$ cat config.mk
export PLATFORM = sky130hd
export DESIGN_NAME = clk_div_multi
export DESIGN_NICKNAME = d
export VERILOG_FILES = /design/src/rtl/clk_div_pkg.sv /design/src/rtl/clk_div_chan.sv /design/src/rtl/clk_div_multi.sv
export SDC_FILE = /design/constraint.sdc
export NUM_CORES = 1
export LEC_CHECK = 0
export ABC_AREA = 1
export BUFFER_PORTS_ARGS = -buffer_cell sky130_fd_sc_hd__buf_2
export CAP_MARGIN = 20
export CORE_AREA = 2 2 218 220
export DETAILED_ROUTE_END_ITERATION = 16
export DIE_AREA = 0 0 220 222
export GPL_TIMING_DRIVEN = 1
export SETUP_SLACK_MARGIN = 0.05
export SLEW_MARGIN = 20
export SYNTH_ARGS = -nofsm -noshare
export SYNTH_HDL_FRONTEND = slang
export SYNTH_SLANG_ARGS = --single-unit
$ cat constraint.sdc
create_clock -name ClkIn -period 1.9 [get_ports ClkIn]
set_input_delay 0.095 -clock ClkIn [delete_from_list [all_inputs] [get_ports ClkIn]]
set_output_delay 0.095 -clock ClkIn [all_outputs]
set_load 0.01 [all_outputs]
$ cat src/rtl/clk_div_pkg.sv
// Shared constants and the per-channel configuration record for clk_div_multi.
package clk_div_pkg;
  localparam int CFG_DW = 32;
  localparam logic MODE_TOGGLE = 1'b0;
  localparam logic MODE_PULSE  = 1'b1;

  typedef struct packed {
    logic [CFG_DW-1:0] div;
    logic              mode;
  } chan_cfg_t;
endpackage

$ cat src/rtl/clk_div_chan.sv
// One divider channel: counter, shadow/active configuration, pending flag and
// registered output. Shadow config is applied only at a period boundary.
module clk_div_chan
  import clk_div_pkg::*;
#(
  parameter int          W       = 32,
  parameter int unsigned DEF_DIV = 100000
) (
  input  logic         clk,
  input  logic         rst_n,
  input  logic         en,
  input  logic         sync,
  input  logic         wr,
  input  logic [W-1:0] wr_div,
  input  logic         wr_mode,
  output logic         clk_out,
  output logic         pending
);
  localparam chan_cfg_t RST_CFG = '{div: CFG_DW'(DEF_DIV), mode: MODE_TOGGLE};

  logic [W-1:0] cnt_q, cnt_d;
  logic         out_q, out_d;
  logic         pend_q, pend_d;
  chan_cfg_t    act_q, act_d;
  chan_cfg_t    shd_q, shd_d;
  logic         wrap;
  logic         apply;

  always_comb begin
    cnt_d  = cnt_q;
    out_d  = out_q;
    pend_d = pend_q;
    act_d  = act_q;
    shd_d  = shd_q;
    // >= so that a divisor lowered below the running count wraps at once
    wrap   = CFG_DW'(cnt_q) >= act_q.div;
    apply  = pend_q && (sync || !en || wrap);

    if (sync) begin
      cnt_d = '0;
      out_d = 1'b0;
    end else if (!en) begin
      if (pend_q) cnt_d = '0;
      if (act_q.mode == MODE_PULSE) out_d = 1'b0;
    end else if (wrap) begin
      cnt_d = '0;
      out_d = (act_q.mode == MODE_PULSE) ? 1'b1 : ~out_q;
    end else begin
      cnt_d = cnt_q + W'(1);
      if (act_q.mode == MODE_PULSE) out_d = 1'b0;
    end

    if (apply) begin
      act_d  = shd_q;
      pend_d = 1'b0;
      if (shd_q.mode != act_q.mode) out_d = 1'b0;
    end

    // A write lands after any apply in the same cycle, so it waits for the next boundary
    if (wr) begin
      shd_d.div  = CFG_DW'(wr_div);
      shd_d.mode = wr_mode;
      pend_d     = 1'b1;
    end
  end

  always_ff @(posedge clk or negedge rst_n) begin
    if (!rst_n) begin
      cnt_q  <= '0;
      out_q  <= 1'b0;
      pend_q <= 1'b0;
      act_q  <= RST_CFG;
      shd_q  <= RST_CFG;
    end else begin
      cnt_q  <= cnt_d;
      out_q  <= out_d;
      pend_q <= pend_d;
      act_q  <= act_d;
      shd_q  <= shd_d;
    end
  end

  assign clk_out = out_q;
  assign pending = pend_q;
endmodule

$ cat src/rtl/clk_div_multi.sv
// N-channel programmable clock divider with glitch-free divisor updates,
// toggle/pulse modes, per-channel enable and a global phase sync.
module clk_div_multi
  import clk_div_pkg::*;
#(
  parameter int          N       = 4,
  parameter int          W       = 32,
  parameter int unsigned DEF_DIV = 100000,
  parameter int          CHW     = 2
) (
  input  logic           ClkIn,
  input  logic           rst,
  input  logic [N-1:0]   en,
  input  logic           cfg_we,
  input  logic [CHW-1:0] cfg_ch,
  input  logic [W-1:0]   cfg_div,
  input  logic           cfg_mode,
  input  logic           sync,
  output logic [N-1:0]   ClkOut,
  output logic [N-1:0]   pending
);
  // Selects beyond N-1 match no channel, so such writes are dropped
  for (genvar i = 0; i < N; i++) begin : g_chan
    logic wr;
    assign wr = cfg_we && (cfg_ch == CHW'(i));

    clk_div_chan #(
      .W       (W),
      .DEF_DIV (DEF_DIV)
    ) u_chan (
      .clk     (ClkIn),
      .rst_n   (rst),
      .en      (en[i]),
      .sync    (sync),
      .wr      (wr),
      .wr_div  (cfg_div),
      .wr_mode (cfg_mode),
      .clk_out (ClkOut[i]),
      .pending (pending[i])
    );
  end
endmodule

---- Yosys cells after proc, flatten, opt, wreduce, memory -nomap -nowiden ----
Index checks and enable logic that the tools add are counted.
word-level totals
  register bits after elaboration ......... 400
  bits in latches ......................... 0
  RAM bits ................................ 0
  ROM bits ................................ 0
  input port bits ......................... 43
  output and inout bits ................... 8
  memories kept ........................... 0
cells by class
  add/subtract/negate cells ............... 4
  multipliers ............................. 0
  divide/modulo/power cells ............... 0
  $lt $le $gt $ge ......................... 4
  equal/unequal tests ..................... 7
  shift-type cells ........................ 0
  mux-type cells .......................... 52
  bitwise gates (word level) .............. 4
  reductions and logical operators ........ 29
operators with widths
  kind                                                                    count
  32-bit two-way mux                                                      16
  32-bit by 1-bit adder with 32-bit output (second input constant)        4
  32-bit greater-or-equal comparator                                      4
  1-bit two-way mux                                                       36
  3-bit nonzero test                                                      4
  1-bit logical AND                                                       8
  1-bit logical OR                                                        8
  2-bit nonzero test                                                      4
  2-bit equality test (second input constant)                             2
  1-bit zero test                                                         4
  1-bit inequality test                                                   4
  1-bit inverter                                                          4
  2-bit by 1-bit equality test with 1-bit output (second input constant)  1
  2-bit zero test                                                         1

---- Longest topological paths before layout ----
Gate-level depths: netlist (run 1).
  depth after elaboration ................. 7
  depth in mapped cells ................... 18

---- Hierarchy ----
Synthesis (run 1) repeated with hierarchy kept, for this count alone.
second synthesis, totals
  cell total of the unflattened synthesis .. 2,511
  area, all modules ....................... 21,650.8 um2
modules (own cells, without submodules)
  module                               instances  cells an instance  area an instance (um2)  sequential area each (um2)
  clk_div_chan (g_chan[0].u_chan ...)  3          626                5,436.5                 2,517.4
  clk_div_chan (g_chan[1].u_chan)      1          625                5,311.3                 2,517.4
  clk_div_multi                        1          8                  30.0                    0.0

---- Least setup slack after synthesis (run 1) ----
No wires, ideal clock.
  path type ............................... flip-flop to flip-flop
  start ................................... register g_chan[3].u_chan.act_q[16] in the netlist's numbering
  end ..................................... register g_chan[3].u_chan.act_q[0] in the netlist's numbering
  arrival ................................. 1.993 ns
  path slack .............................. -0.210 ns
  cell stages (with the launch flop) ...... 15
  buffers on the path ..................... 1
  cells stage by stage .................... dfstp_2 -> inv_1 -> ha_1 -> a21o_1 -> nor2_1 -> nand2_1 -> nor2_1 -> nand2_1 -> nand2_1 -> nand3_1 -> nand2_1 -> inv_1 -> buf_4 -> nand2_1 -> nand2_1
between the ends
  longest elaborated chain between the ends .. 3
RTL lines
  item                                RTL line            text
  from (decl)                         clk_div_chan.sv:24  chan_cfg_t act_q, act_d;
  from (signal assigned)              clk_div_chan.sv:78  act_q <= act_d;
  32-bit greater-or-equal comparator  clk_div_chan.sv:36  wrap = CFG_DW'(cnt_q) >= act_q.div;
  1-bit logical OR                    clk_div_chan.sv:37  apply = pend_q && (sync || !en || wrap);
  1-bit logical AND                   clk_div_chan.sv:37
Every way passes these cells.
A chain may end at the register's enable or synchronous reset.

---- Worst setup path in the final report (run 1) ----
  start ................................... register g_chan[0].u_chan.act_q[8] in the netlist's numbering
  end ..................................... register g_chan[0].u_chan.act_q[22] in the netlist's numbering
between the ends
  longest elaborated chain between the ends .. 3
RTL lines
  item                                RTL line
  from (decl)                         clk_div_chan.sv:24
  from (signal assigned)              clk_div_chan.sv:78
  32-bit greater-or-equal comparator  clk_div_chan.sv:36
  1-bit logical OR                    clk_div_chan.sv:37
  1-bit logical AND                   clk_div_chan.sv:37
Every way passes these cells.

==> flow_summary.yaml, run 1 <==
power:
  pwr-share-clk_pct: 36.6
  fin_total_pwr_w: 0.0252
  maximum_vdd_ir_drop_mv: 0.520
  power_density_nw_per_um2: 880
  p_sw_share_pct: 29.8
  combinationalPowerShare_pct: 20.7
  intPower_w: 0.0177
  power_leakage_nw: 14.3
  p_switching_w: 0.00753
  sequentialPowerShare_pct: 42.7
die:
  floorplan.die_area_um2: 48800
  core-area_um2: 46300
  floorplan.die.height_um: 222
  floorplan.initialDensity_pct: 44.6
  io_pins: 51
  die_width_um: 220
  number_of_core_rows: 79
setup_path:
  critPathKind: "register to register"
  cp_peak_stage_delay_ns: 0.54
  critical_path.most_common_cell: "sky130_fd_sc_hd__nand2_2"
  startpoint_type: "register"
  crit_slowest_cell: "sky130_fd_sc_hd__dfstp_2"
  timing.critical_path.fanout_max: 5
  crit_path_cell_trace: "inv_2 -> ha_4 -> nand2_2 -> inv_2 -> nand2_2 -> nor2_2 -> nor2_1 -> nand2_1 -> nand2_1 -> nand2_1 -> nand2_2 -> nand3_4 -> nand2_8 -> buf_8 -> buf_12 -> nand2_4 -> nand2_2"
  critical_path_at_ns: 2.65
  cp_num_buf_inv: 4
  timing.critical_path.required_ns: 2.37
  end_kind: "register"
  critical-path-top-delay-family: "simple AND/OR/NAND/NOR gates"
sta:
  period_share_pct: 115
  grt_setup_unrepaired: "yes"
  setup_violations: 264
  timing.final.ws_setup_ns: -0.280
  report.final.slew_viol_count: 0
  worst-slew-pin-transition_ns: 0.616
  min_period_ns: 2.18
  max-slew-margin-rel_pct: 58.6
  hold_viol_final: 0
  worst_clock_skew_ns: 0.0174
  fmax_mhz: 459
drt:
  remaining_drc_errors: 0
  wirelength_um: 58700
  vias: 17900
  avgViaCountPerCell: 4.98
  ant_nets: 0
  first_iter_violations: 1398
  drt-pass1-iter-count: 5
  drt-wirelength-per-cell_um: 16.3
cts:
  clk_latency_ns: 0.58
  cts-buffers-inserted: 44
  clkTransAtPathRegs_ns: 0.06
  cts_root_buffer: "sky130_fd_sc_hd__clkbuf_16"
  htree_num_levels: 2
  cts_tree: "built"
  cts-root-to-sink-buffers: 3
  cts.sink_count: 400
yosys:
  most_used_flip_flop_cell_after_synthesis: "sky130_fd_sc_hd__dfrtp_1"
  synth_nets: 2748
  synth-edff-count: 0
  proportion_of_register_bits_with_asynchronous_set_or_reset_after_synthesis_pct: 100
  synth_area_um2: 20700
  synth-warning-count: 0
  seq_area_frac_synth_pct: 48.8
  synth_top_area_share_pct: 42.6
  syn-mean-instance-area_um2: 8.03
  synth.distinct_cells: 42
  post_synth_inst_count: 2573
  synthDominantAreaCellType: "sky130_fd_sc_hd__dfrtp_1"
  ranking_of_synthesized_cells_by_area: "sky130_fd_sc_hd__dfrtp_1 (43%), sky130_fd_sc_hd__nand2_1 (16%), sky130_fd_sc_hd__ha_1 (8.0%)"
  postSynthRegisterBits: 400
min_path:
  hold_path_class: "input pin to register"
global_routing:
  overflow: 0
  grt_start_max_net_pins: 68
  grt_pass1_vias: 17900
  grt_first_pass_wirelength_um: 92700
  antenna_violations_before_repair: 0
  globalRouteTotalUtil_pct: 23.9
place:
  gp_congestion: 0.868
  portBuffers: 50
  placed_area_um2: 23600
  dp_slack_ns: -0.314
  hpwlAfterDp_um: 37800
layout:
  drive_above_1_share_pct: 31.8
  final_core_utilization_pct: 62.0
  antenna-diode-count: 0
  final_design_area_no_fill_um2: 28700
  finalNetCount: 3126
  areaGrowthSynthToFinish_pct: 38.9
flow_run:
  drv.max_cap_violation_count: 0
outcome:
  outcome: "finished with violations"
  violations_in_the_final_reports: "setup timing"
[power groups by stage]
stage	Combinational (W)	Sequential, W	Clock (W)
floorplan	0.00249	0.0105	0
global placement	0.00360	0.0107	0
detailed placement	0.00377	0.0107	0
CTS	0.00454	0.0106	0.00941
global route	0.00586	0.0109	0.00978
finish	0.00522	0.0108	0.00924
[cell usage after synthesis (all sizes together) (40+ instances only)]
master,n
dfrtp,352
nor3,57
dfstp,48
inv,322
ha,132
a21oi,75
o21ai,173
clkbuf,40
nor2,259
nand3,62
xor2,45
nand2,883
[layout make-up]
type | count | area, um^2
inverter | 322 | 1350
multi-input combinational | 1781 | 11000
tap | 607 | 759
clock buffer | 57 | 1240
clock inverter | 22 | 305
fill | 3778 | 17600
sequential | 400 | 10100
timing repair buffer | 397 | 3920
timing repair inverter | 5 | 66.3
[metal layers]
metal	up-vias	part of all wire [%]	global-route usage, %	wire [um]
li1	8840	-	-	-
met1	8600	44	32.0	25600
met2	334	49	39.5	28700
met3	126	3.4	3.24	2000
met4	0	4.0	8.75	2340
met5	-	0	0	0
[tightest hold or removal path, cell delays in order]
cell                      delay (ns)
sky130_fd_sc_hd__buf_2          0.08
sky130_fd_sc_hd__inv_1          0.18
sky130_fd_sc_hd__o21ai_0        0.22
[kinds of logic (layout without fill, tap and decap cells)]
kind of cell	after synthesis	after routing	share of synthesized area (%)
fa+ha+maj	132	132	8.00
xor+xnor	60	60	2.54
buf+inv	392	803	7.52
flops	400	400	48.8
compound gates	273	273	6.91
simple gates	1316	1316	26.3
[cells in the final DEF (no fill, tap or decap), types with 7 or more instances in the layout]
| cell | netlist | routed |
|---|---|---|
| sky130_fd_sc_hd__clkbuf_8 | 0 | 7 |
| sky130_fd_sc_hd__buf_12 | 0 | 30 |
| sky130_fd_sc_hd__nand2_2 | 4 | 182 |
| sky130_fd_sc_hd__nand3_1 | 56 | 50 |
| sky130_fd_sc_hd__bufinv_16 | 0 | 7 |
| sky130_fd_sc_hd__buf_4 | 17 | 233 |
| sky130_fd_sc_hd__inv_2 | 7 | 25 |
| sky130_fd_sc_hd__nor3_4 | 0 | 15 |
| sky130_fd_sc_hd__clkbuf_16 | 0 | 50 |
| sky130_fd_sc_hd__nor3_1 | 53 | 26 |
| sky130_fd_sc_hd__buf_6 | 0 | 17 |
| sky130_fd_sc_hd__buf_2 | 11 | 49 |
| sky130_fd_sc_hd__nor3_2 | 4 | 16 |
| sky130_fd_sc_hd__dfrtp_1 | 352 | 352 |
| sky130_fd_sc_hd__dfstp_2 | 48 | 48 |
| sky130_fd_sc_hd__inv_1 | 313 | 287 |
| sky130_fd_sc_hd__o21ai_0 | 173 | 158 |
| sky130_fd_sc_hd__dlygate4sd3_1 | 0 | 36 |
| sky130_fd_sc_hd__a21oi_1 | 75 | 62 |
| sky130_fd_sc_hd__nor2_1 | 243 | 180 |
| sky130_fd_sc_hd__nor2_4 | 3 | 25 |
| sky130_fd_sc_hd__clkinv_2 | 0 | 8 |
| sky130_fd_sc_hd__buf_8 | 0 | 8 |
| sky130_fd_sc_hd__buf_16 | 0 | 19 |
| sky130_fd_sc_hd__xor2_1 | 45 | 45 |
| sky130_fd_sc_hd__o21ai_2 | 0 | 13 |
| sky130_fd_sc_hd__o21a_1 | 8 | 8 |
| sky130_fd_sc_hd__ha_4 | 0 | 20 |
| sky130_fd_sc_hd__nand2_1 | 878 | 632 |
| sky130_fd_sc_hd__ha_1 | 132 | 112 |
| sky130_fd_sc_hd__nand4_1 | 30 | 30 |
| sky130_fd_sc_hd__xnor2_1 | 15 | 15 |
| sky130_fd_sc_hd__nand2_4 | 1 | 64 |
| sky130_fd_sc_hd__a21oi_2 | 0 | 10 |
| sky130_fd_sc_hd__nor2_2 | 13 | 54 |
[sequential cells by signal, summed over array words and instances, names as in the netlist]
signal,flops
g_chan.u_chan.act_q,132
g_chan.u_chan.shd_q,132
g_chan.u_chan.cnt_q,128
g_chan.u_chan.clk_out,4
g_chan.u_chan.pending,4
[final timing paths]
check / startpoint / endpoint / slack (ns) / cells after the start
max reg2reg: g_chan[0].u_chan.act_q[8] / g_chan[0].u_chan.act_q[22] / -0.28 / 17
min reg2reg: g_chan[3].u_chan.shd_q[8] / g_chan[3].u_chan.act_q[8] / 0.46 / 2
max: g_chan[0].u_chan.act_q[8] / g_chan[0].u_chan.act_q[22] / -0.28 / 17
min: cfg_div[10] / g_chan[0].u_chan.shd_q[11] / 0.04 / 3
max in group asynchronous: rst / g_chan[2].u_chan.act_q[6] / 1.05 / 3
min in group asynchronous: rst / g_chan[1].u_chan.cnt_q[10] / 0.05 / 2
[metrics by stage]
step | setup TNS (ns) | cells | hold slack [ns]
global placement | -49.09 | 3411 | 0.0714
CTS | -46.46 | 3576 | 0.00549
global route | -85.66 | 3591 | 0.0288
detailed placement | -61.07 | 3411 | 0.0715
floorplan | -3.05 | 2573 | -0.201
finish | -54.58 | 3591 | 0.0357
[what timing repair did]
action                     in CTS  in global routing
gates cloned                   22                 10
gates resized for setup       283                337
hold endpoints to repair      479                  0
hold buffers                   36                  0
setup endpoints to repair     268                268
buffers inserted               29                 16
pin swaps                      77                105
(Power assumes the default switching activity.)
==> run 2, diff against run 1 <==
--- a/config.mk
+++ b/config.mk
@@ -8,10 +8,11 @@
 export ABC_AREA = 1
 export BUFFER_PORTS_ARGS = -buffer_cell sky130_fd_sc_hd__buf_2
 export CAP_MARGIN = 20
-export CORE_AREA = 2 2 218 220
+export CORE_AREA = 2 2 197 199
 export DETAILED_ROUTE_END_ITERATION = 16
-export DIE_AREA = 0 0 220 222
+export DIE_AREA = 0 0 199 201
 export GPL_TIMING_DRIVEN = 1
+export PLACE_DENSITY = 0.74
 export SETUP_SLACK_MARGIN = 0.05
 export SLEW_MARGIN = 20
 export SYNTH_ARGS = -nofsm -noshare
==> run 2 against run 1 <==
  * The run still ends with setup timing left
  * Setup slack lost 0.23 ns
  * Via count up 9.4%
  * Hold slack improved by 0.013 ns
  * Maximum frequency decreased by 9.4%
  * Clock power down 1%
  * Non-clock buffer count fell by 13
  * First-iteration DRC count is 27% higher
  * Die area decreased by 18%
  * Cell area up 0.87%
  * Global-route usage rose by 7.2 points
  * Sequential power barely moved
  * Critical endpoint is now g_chan[2].u_chan.cnt_q[2]
==> flow_summary.yaml, run 2 (synthesis gave the netlist of run 1 again) <==
global_routing:
  grt_first_pass_wirelength_um: 98700
  globalRouteTotalUtil_pct: 31.1
  grt_start_max_net_pins: 68
  antenna_violations_before_repair: 0
  grt_pass1_vias: 19200
  overflow: 0
die:
  core-area_um2: 38100
  floorplan.die.height_um: 201
  floorplan.die_area_um2: 40000
  number_of_core_rows: 72
  io_pins: 51
  die_width_um: 199
  floorplan.initialDensity_pct: 54.2
sta:
  hold_viol_final: 0
  setup_violations: 268
  timing.final.ws_setup_ns: -0.507
  min_period_ns: 2.41
  fmax_mhz: 415
  grt_setup_unrepaired: "yes"
  worst-slew-pin-transition_ns: 0.627
  finalHoldWorstSlack_ns: 0.0487
  max-slew-margin-rel_pct: 58.2
  worst_clock_skew_ns: 0.0184
  period_share_pct: 127
  report.final.slew_viol_count: 0
cts:
  cts_tree: "built"
  clkTransAtPathRegs_ns: 0.06
  cts-root-to-sink-buffers: 3
  cts-buffers-inserted: 43
  clk_latency_ns: 0.58
  cts.sink_count: 400
  cts_root_buffer: "sky130_fd_sc_hd__clkbuf_16"
  htree_num_levels: 2
setup_path:
  startpoint_type: "register"
  critical_path_at_ns: 2.89
  critical_path.most_common_cell: "sky130_fd_sc_hd__nand2_1"
  cp_peak_stage_delay_ns: 0.36
  critPathKind: "register to register"
  crit_slowest_cell: "sky130_fd_sc_hd__dfrtp_1"
  critical-path-top-delay-family: "simple AND/OR/NAND/NOR gates"
  cp_num_buf_inv: 3
  crit_path_cell_trace: "inv_1 -> ha_1 -> a21oi_1 -> nand2_1 -> nand2_1 -> nand2_1 -> nor2_2 -> nand2_1 -> nand2_2 -> nand3_4 -> buf_6 -> nand2_8 -> buf_6 -> o21ai_2 -> nor2_1"
  timing.critical_path.required_ns: 2.38
  timing.critical_path.fanout_max: 4
  end_kind: "register"
drt:
  ant_nets: 0
  drt-pass1-iter-count: 6
  wirelength_um: 67400
  vias: 19600
  avgViaCountPerCell: 5.61
  remaining_drc_errors: 0
  first_iter_violations: 1770
  drt-wirelength-per-cell_um: 19.3
place:
  placed_area_um2: 23400
  portBuffers: 50
  gp_congestion: 0.889
  hpwlAfterDp_um: 36900
layout:
  layout_top_registers: "g_chan.u_chan.act_q x132, g_chan.u_chan.shd_q x132, g_chan.u_chan.cnt_q x128"
  layout.cells.most_common_list: "sky130_fd_sc_hd__nand2_1 (611), sky130_fd_sc_hd__dfrtp_1 (352), sky130_fd_sc_hd__inv_1 (286), sky130_fd_sc_hd__buf_4 (212), sky130_fd_sc_hd__nand2_2 (179)"
  areaGrowthSynthToFinish_pct: 40.1
  finalNetCount: 3113
  drive_above_1_share_pct: 33.6
  final_design_area_no_fill_um2: 28900
  mostFrequentLayoutCell: "sky130_fd_sc_hd__nand2_1"
  filler_cell_count: 2208
  antenna-diode-count: 0
min_path:
  hold_path_class: "input pin to asynchronous set/reset pin"
outcome:
  outcome: "finished with violations"
  violations_in_the_final_reports: "setup timing"
power:
  sequentialPowerShare_pct: 42.5
  fin_total_pwr_w: 0.0257
  intPower_w: 0.0176
  p_sw_share_pct: 31.5
  pwr-share-clk_pct: 35.6
  maximum_vdd_ir_drop_mv: 0.605
  power_density_nw_per_um2: 888
  p_switching_w: 0.00809
  power_leakage_nw: 14.5
  combinationalPowerShare_pct: 21.8
flow_run:
  drv.max_cap_violation_count: 0
[run 2: path summary, 6_finish.rpt]
check | start | end | slack, ns | depth (start not counted)
setup / recovery | g_chan[2].u_chan.act_q[12] | g_chan[2].u_chan.cnt_q[2] | -0.51 | 15
hold / removal | rst | g_chan[1].u_chan.cnt_q[12] | 0.05 | 2
setup reg to reg | g_chan[2].u_chan.act_q[12] | g_chan[2].u_chan.cnt_q[2] | -0.51 | 15
hold reg to reg | g_chan[1].u_chan.act_q[6] | g_chan[1].u_chan.act_q[6] | 0.47 | 2
max in group asynchronous | rst | g_chan[1].u_chan.act_q[16] | 1.06 | 3
min in group ClkIn | cfg_ch[1] | g_chan[3].u_chan.shd_q[6] | 0.12 | 3
[run 2: power by group through the flow]
stage	Sequential, W	Clock (W)	Combinational (W)
2_1_floorplan	0.0105	0	0.00249
3_3_place_gp	0.0107	0	0.00351
3_5_place_dp	0.0107	0	0.00376
4_1_cts	0.0107	0.00911	0.00456
5_1_grt	0.0110	0.00955	0.00613
6_report	0.0109	0.00914	0.00561
[run 2: per-layer routing]
metal | up-vias | track usage, % | part of all wire, %
li1 | 8827 | - | -
met3 | 322 | 4.15 | 6.1
met2 | 900 | 52.0 | 49
met1 | 9534 | 39.2 | 38
met5 | - | 0 | 0
met4 | 0 | 16.9 | 6.8
[run 2: final cells by class]
cell class	instances	area, um^2	area share (%)
repair buffers	384	3820	13.2
clock inverters	18	254	0.878
well taps	518	648	2.24
inverters	322	1320	4.56
multi-input cells	1781	11400	39.6
flip-flops and latches	400	10100	34.8
repair inverters	6	110	0.381
clock buffers	61	1270	4.38
[run 2: stage by stage]
stage	cells	setup WS, ns	util [%]	TNS, ns
floorplan	2573	-0.0436	-	-3.05
global placement	3308	-0.215	61.4	-40.35
detailed placement	3308	-0.305	61.4	-56.70
CTS	3470	-0.233	71.9	-42.87
global route	3490	-0.580	75.9	-115.15
finish	3490	-0.507	75.9	-96.44
[run 2: what timing repair did]
item,in CTS,in global routing
gates resized for setup,383,363
cloned,20,10
setup endpoints to repair,268,268
pin swaps,57,86
buffers inserted,25,16
hold buffers,38,0
hold endpoints to repair,467,0
==> run 3, diff against run 2 <==
--- a/config.mk
+++ b/config.mk
@@ -13,6 +13,7 @@
 export DIE_AREA = 0 0 199 201
 export GPL_TIMING_DRIVEN = 1
 export PLACE_DENSITY = 0.74
+export REMOVE_ABC_BUFFERS = 1
 export SETUP_SLACK_MARGIN = 0.05
 export SLEW_MARGIN = 20
 export SYNTH_ARGS = -nofsm -noshare
==> run 3 against run 2 <==
  * The run still ends with setup timing left
  * Global-route usage shrank 0.80 points
  * Sequential cell count is the same
  * Clock-buffer cell count grew 7
  * Combinational power shrank 14%
  * Critical endpoint is now g_chan[3].u_chan.act_q[0]
==> flow_summary.yaml, run 3 (synthesis gave the netlist of run 1 again) <==
drt:
  first_iter_violations: 1399
  wirelength_um: 60700
  avgViaCountPerCell: 5.42
  drt-wirelength-per-cell_um: 17.7
  drt-pass1-iter-count: 7
  remaining_drc_errors: 0
  vias: 18600
  ant_nets: 0
power:
  power_leakage_nw: 13.6
  pwr-share-clk_pct: 36.5
  maximum_vdd_ir_drop_mv: 0.732
  sequentialPowerShare_pct: 43.6
  p_sw_share_pct: 29.6
  fin_total_pwr_w: 0.0244
  power_density_nw_per_um2: 900
  combinationalPowerShare_pct: 19.8
  p_switching_w: 0.00723
  intPower_w: 0.0172
cts:
  htree_num_levels: 2
  cts.sink_count: 400
  clkTransAtPathRegs_ns: 0.06
  clk_latency_ns: 0.56
  cts-root-to-sink-buffers: 3
  cts_tree: "built"
  cts-buffers-inserted: 44
  cts_root_buffer: "sky130_fd_sc_hd__clkbuf_16"
layout:
  filler_cell_count: 2567
  drive_above_1_share_pct: 25.4
  layout_top_registers: "g_chan.u_chan.act_q x132, g_chan.u_chan.shd_q x132, g_chan.u_chan.cnt_q x128"
  layout.cells.most_common_list: "sky130_fd_sc_hd__nand2_1 (780), sky130_fd_sc_hd__dfrtp_1 (352), sky130_fd_sc_hd__inv_1 (289), sky130_fd_sc_hd__buf_4 (205), sky130_fd_sc_hd__nor2_1 (177)"
  final_design_area_no_fill_um2: 27100
  finalNetCount: 3061
  mostFrequentLayoutCell: "sky130_fd_sc_hd__nand2_1"
  areaGrowthSynthToFinish_pct: 31.3
sta:
  timing.final.ws_setup_ns: -0.392
  worst-slew-pin-transition_ns: 0.590
  report.final.slew_viol_count: 0
  grt_setup_unrepaired: "yes"
  min_period_ns: 2.29
  worst_clock_skew_ns: 0.0260
  period_share_pct: 121
  hold_viol_final: 0
  max-slew-margin-rel_pct: 60.6
  finalHoldWorstSlack_ns: 0.0317
  fmax_mhz: 436
  setup_violations: 265
min_path:
  hold_path_class: "input pin to register"
  holdPathStages: 3
global_routing:
  grt_pass1_vias: 19000
  grt_first_pass_wirelength_um: 95900
  grt_start_max_net_pins: 68
  globalRouteTotalUtil_pct: 30.3
  antenna_violations_before_repair: 2
  overflow: 0
setup_path:
  critical_path.most_common_cell: "sky130_fd_sc_hd__nand2_1"
  cp_num_buf_inv: 3
  timing.critical_path.required_ns: 2.33
  critPathKind: "register to register"
  critical-path-top-delay-family: "simple AND/OR/NAND/NOR gates"
  startpoint_type: "register"
  timing.critical_path.fanout_max: 8
  cp_peak_stage_delay_ns: 0.54
  end_kind: "register"
  critical_path_at_ns: 2.72
  crit_slowest_cell: "sky130_fd_sc_hd__dfstp_2"
  cp_num_cells: 14
  crit_path_cell_trace: "inv_2 -> ha_4 -> a21o_1 -> nor2_1 -> nand2_1 -> nor2_1 -> nand2_1 -> nand2_2 -> nand3_4 -> nand2_8 -> inv_8 -> buf_16 -> nand2_1 -> nand2_1"
  worst-r2r-cell-count: 14
die:
  floorplan.initialDensity_pct: 54.2
  number_of_core_rows: 72
  floorplan.die.height_um: 201
  core-area_um2: 38100
  die_width_um: 199
  floorplan.die_area_um2: 40000
  io_pins: 51
place:
  hpwlAfterDp_um: 37200
  gp_congestion: 0.881
  portBuffers: 50
  placed_area_um2: 23100
flow_run:
  drv.max_cap_violation_count: 0
outcome:
  violations_in_the_final_reports: "setup timing"
  outcome: "finished with violations"
[run 3: layout make-up]
cell class	count	area [um^2]	share of cell area [%]
flip-flops and latches	400	10100	37.1
repair inverters	6	104	0.383
clock inverters	12	166	0.613
multi-input cells	1781	10400	38.4
well taps	518	648	2.39
diodes	1	2.50	0.00923
clock buffers	68	1330	4.91
repair buffers	331	3110	11.5
inverters	322	1280	4.71
[run 3: what timing repair did]
action | in CTS | in global routing
resized for setup | 302 | 138
cloned | 16 | 7
hold endpoints to repair | 315 | 0
pin swaps | 77 | 58
setup endpoints to repair | 268 | 268
setup buffers | 25 | 4
hold buffers | 22 | 0
[run 3: metrics by stage]
step	utilization, %	setup TNS, ns	setup WS, ns	cells
detailed placement	60.5	-72.57	-0.415	3291
global route	71.2	-92.95	-0.470	3438
global placement	60.5	-58.07	-0.350	3291
floorplan	-	-126.45	-0.966	2503
finish	71.2	-64.69	-0.392	3439
CTS	69.4	-41.78	-0.225	3432
[run 3: tightest hold or removal path: stages]
cell and delay, ns:
sky130_fd_sc_hd__buf_2 0.08, sky130_fd_sc_hd__inv_1 0.15, sky130_fd_sc_hd__o21ai_0 0.22
[run 3: final timing paths]
path                                                  from                         end  slack [ns]
min in group asynchronous                              rst   g_chan[2].u_chan.cnt_q[4]        0.08
max in group asynchronous                              rst   g_chan[0].u_chan.act_q[8]        1.00
worst max-delay path            g_chan[3].u_chan.act_q[16]   g_chan[3].u_chan.act_q[0]       -0.39
worst max register to register  g_chan[3].u_chan.act_q[16]   g_chan[3].u_chan.act_q[0]       -0.39
worst min-delay path                           cfg_div[16]  g_chan[1].u_chan.shd_q[17]        0.03
worst min register to register   g_chan[3].u_chan.shd_q[8]   g_chan[3].u_chan.act_q[8]        0.46
[run 3: power groups by stage]
stage / logic, W / registers [W] / clock network, W
floorplan: 0.00236 / 0.0105 / 0
global placement: 0.00349 / 0.0106 / 0
detailed placement: 0.00371 / 0.0106 / 0
CTS: 0.00441 / 0.0106 / 0.00894
global route: 0.00542 / 0.0108 / 0.00930
finish: 0.00484 / 0.0107 / 0.00891
[run 3: per-layer routing]
layer  vias to the layer above  routed length [um]  GRT usage [%]
li1                       8716                   -              -
met3                       220                3860           5.23
met1                      9039               24200           38.7
met4                         0                3300           14.6
met5                         -                   0              0
met2                       655               29300           50.0
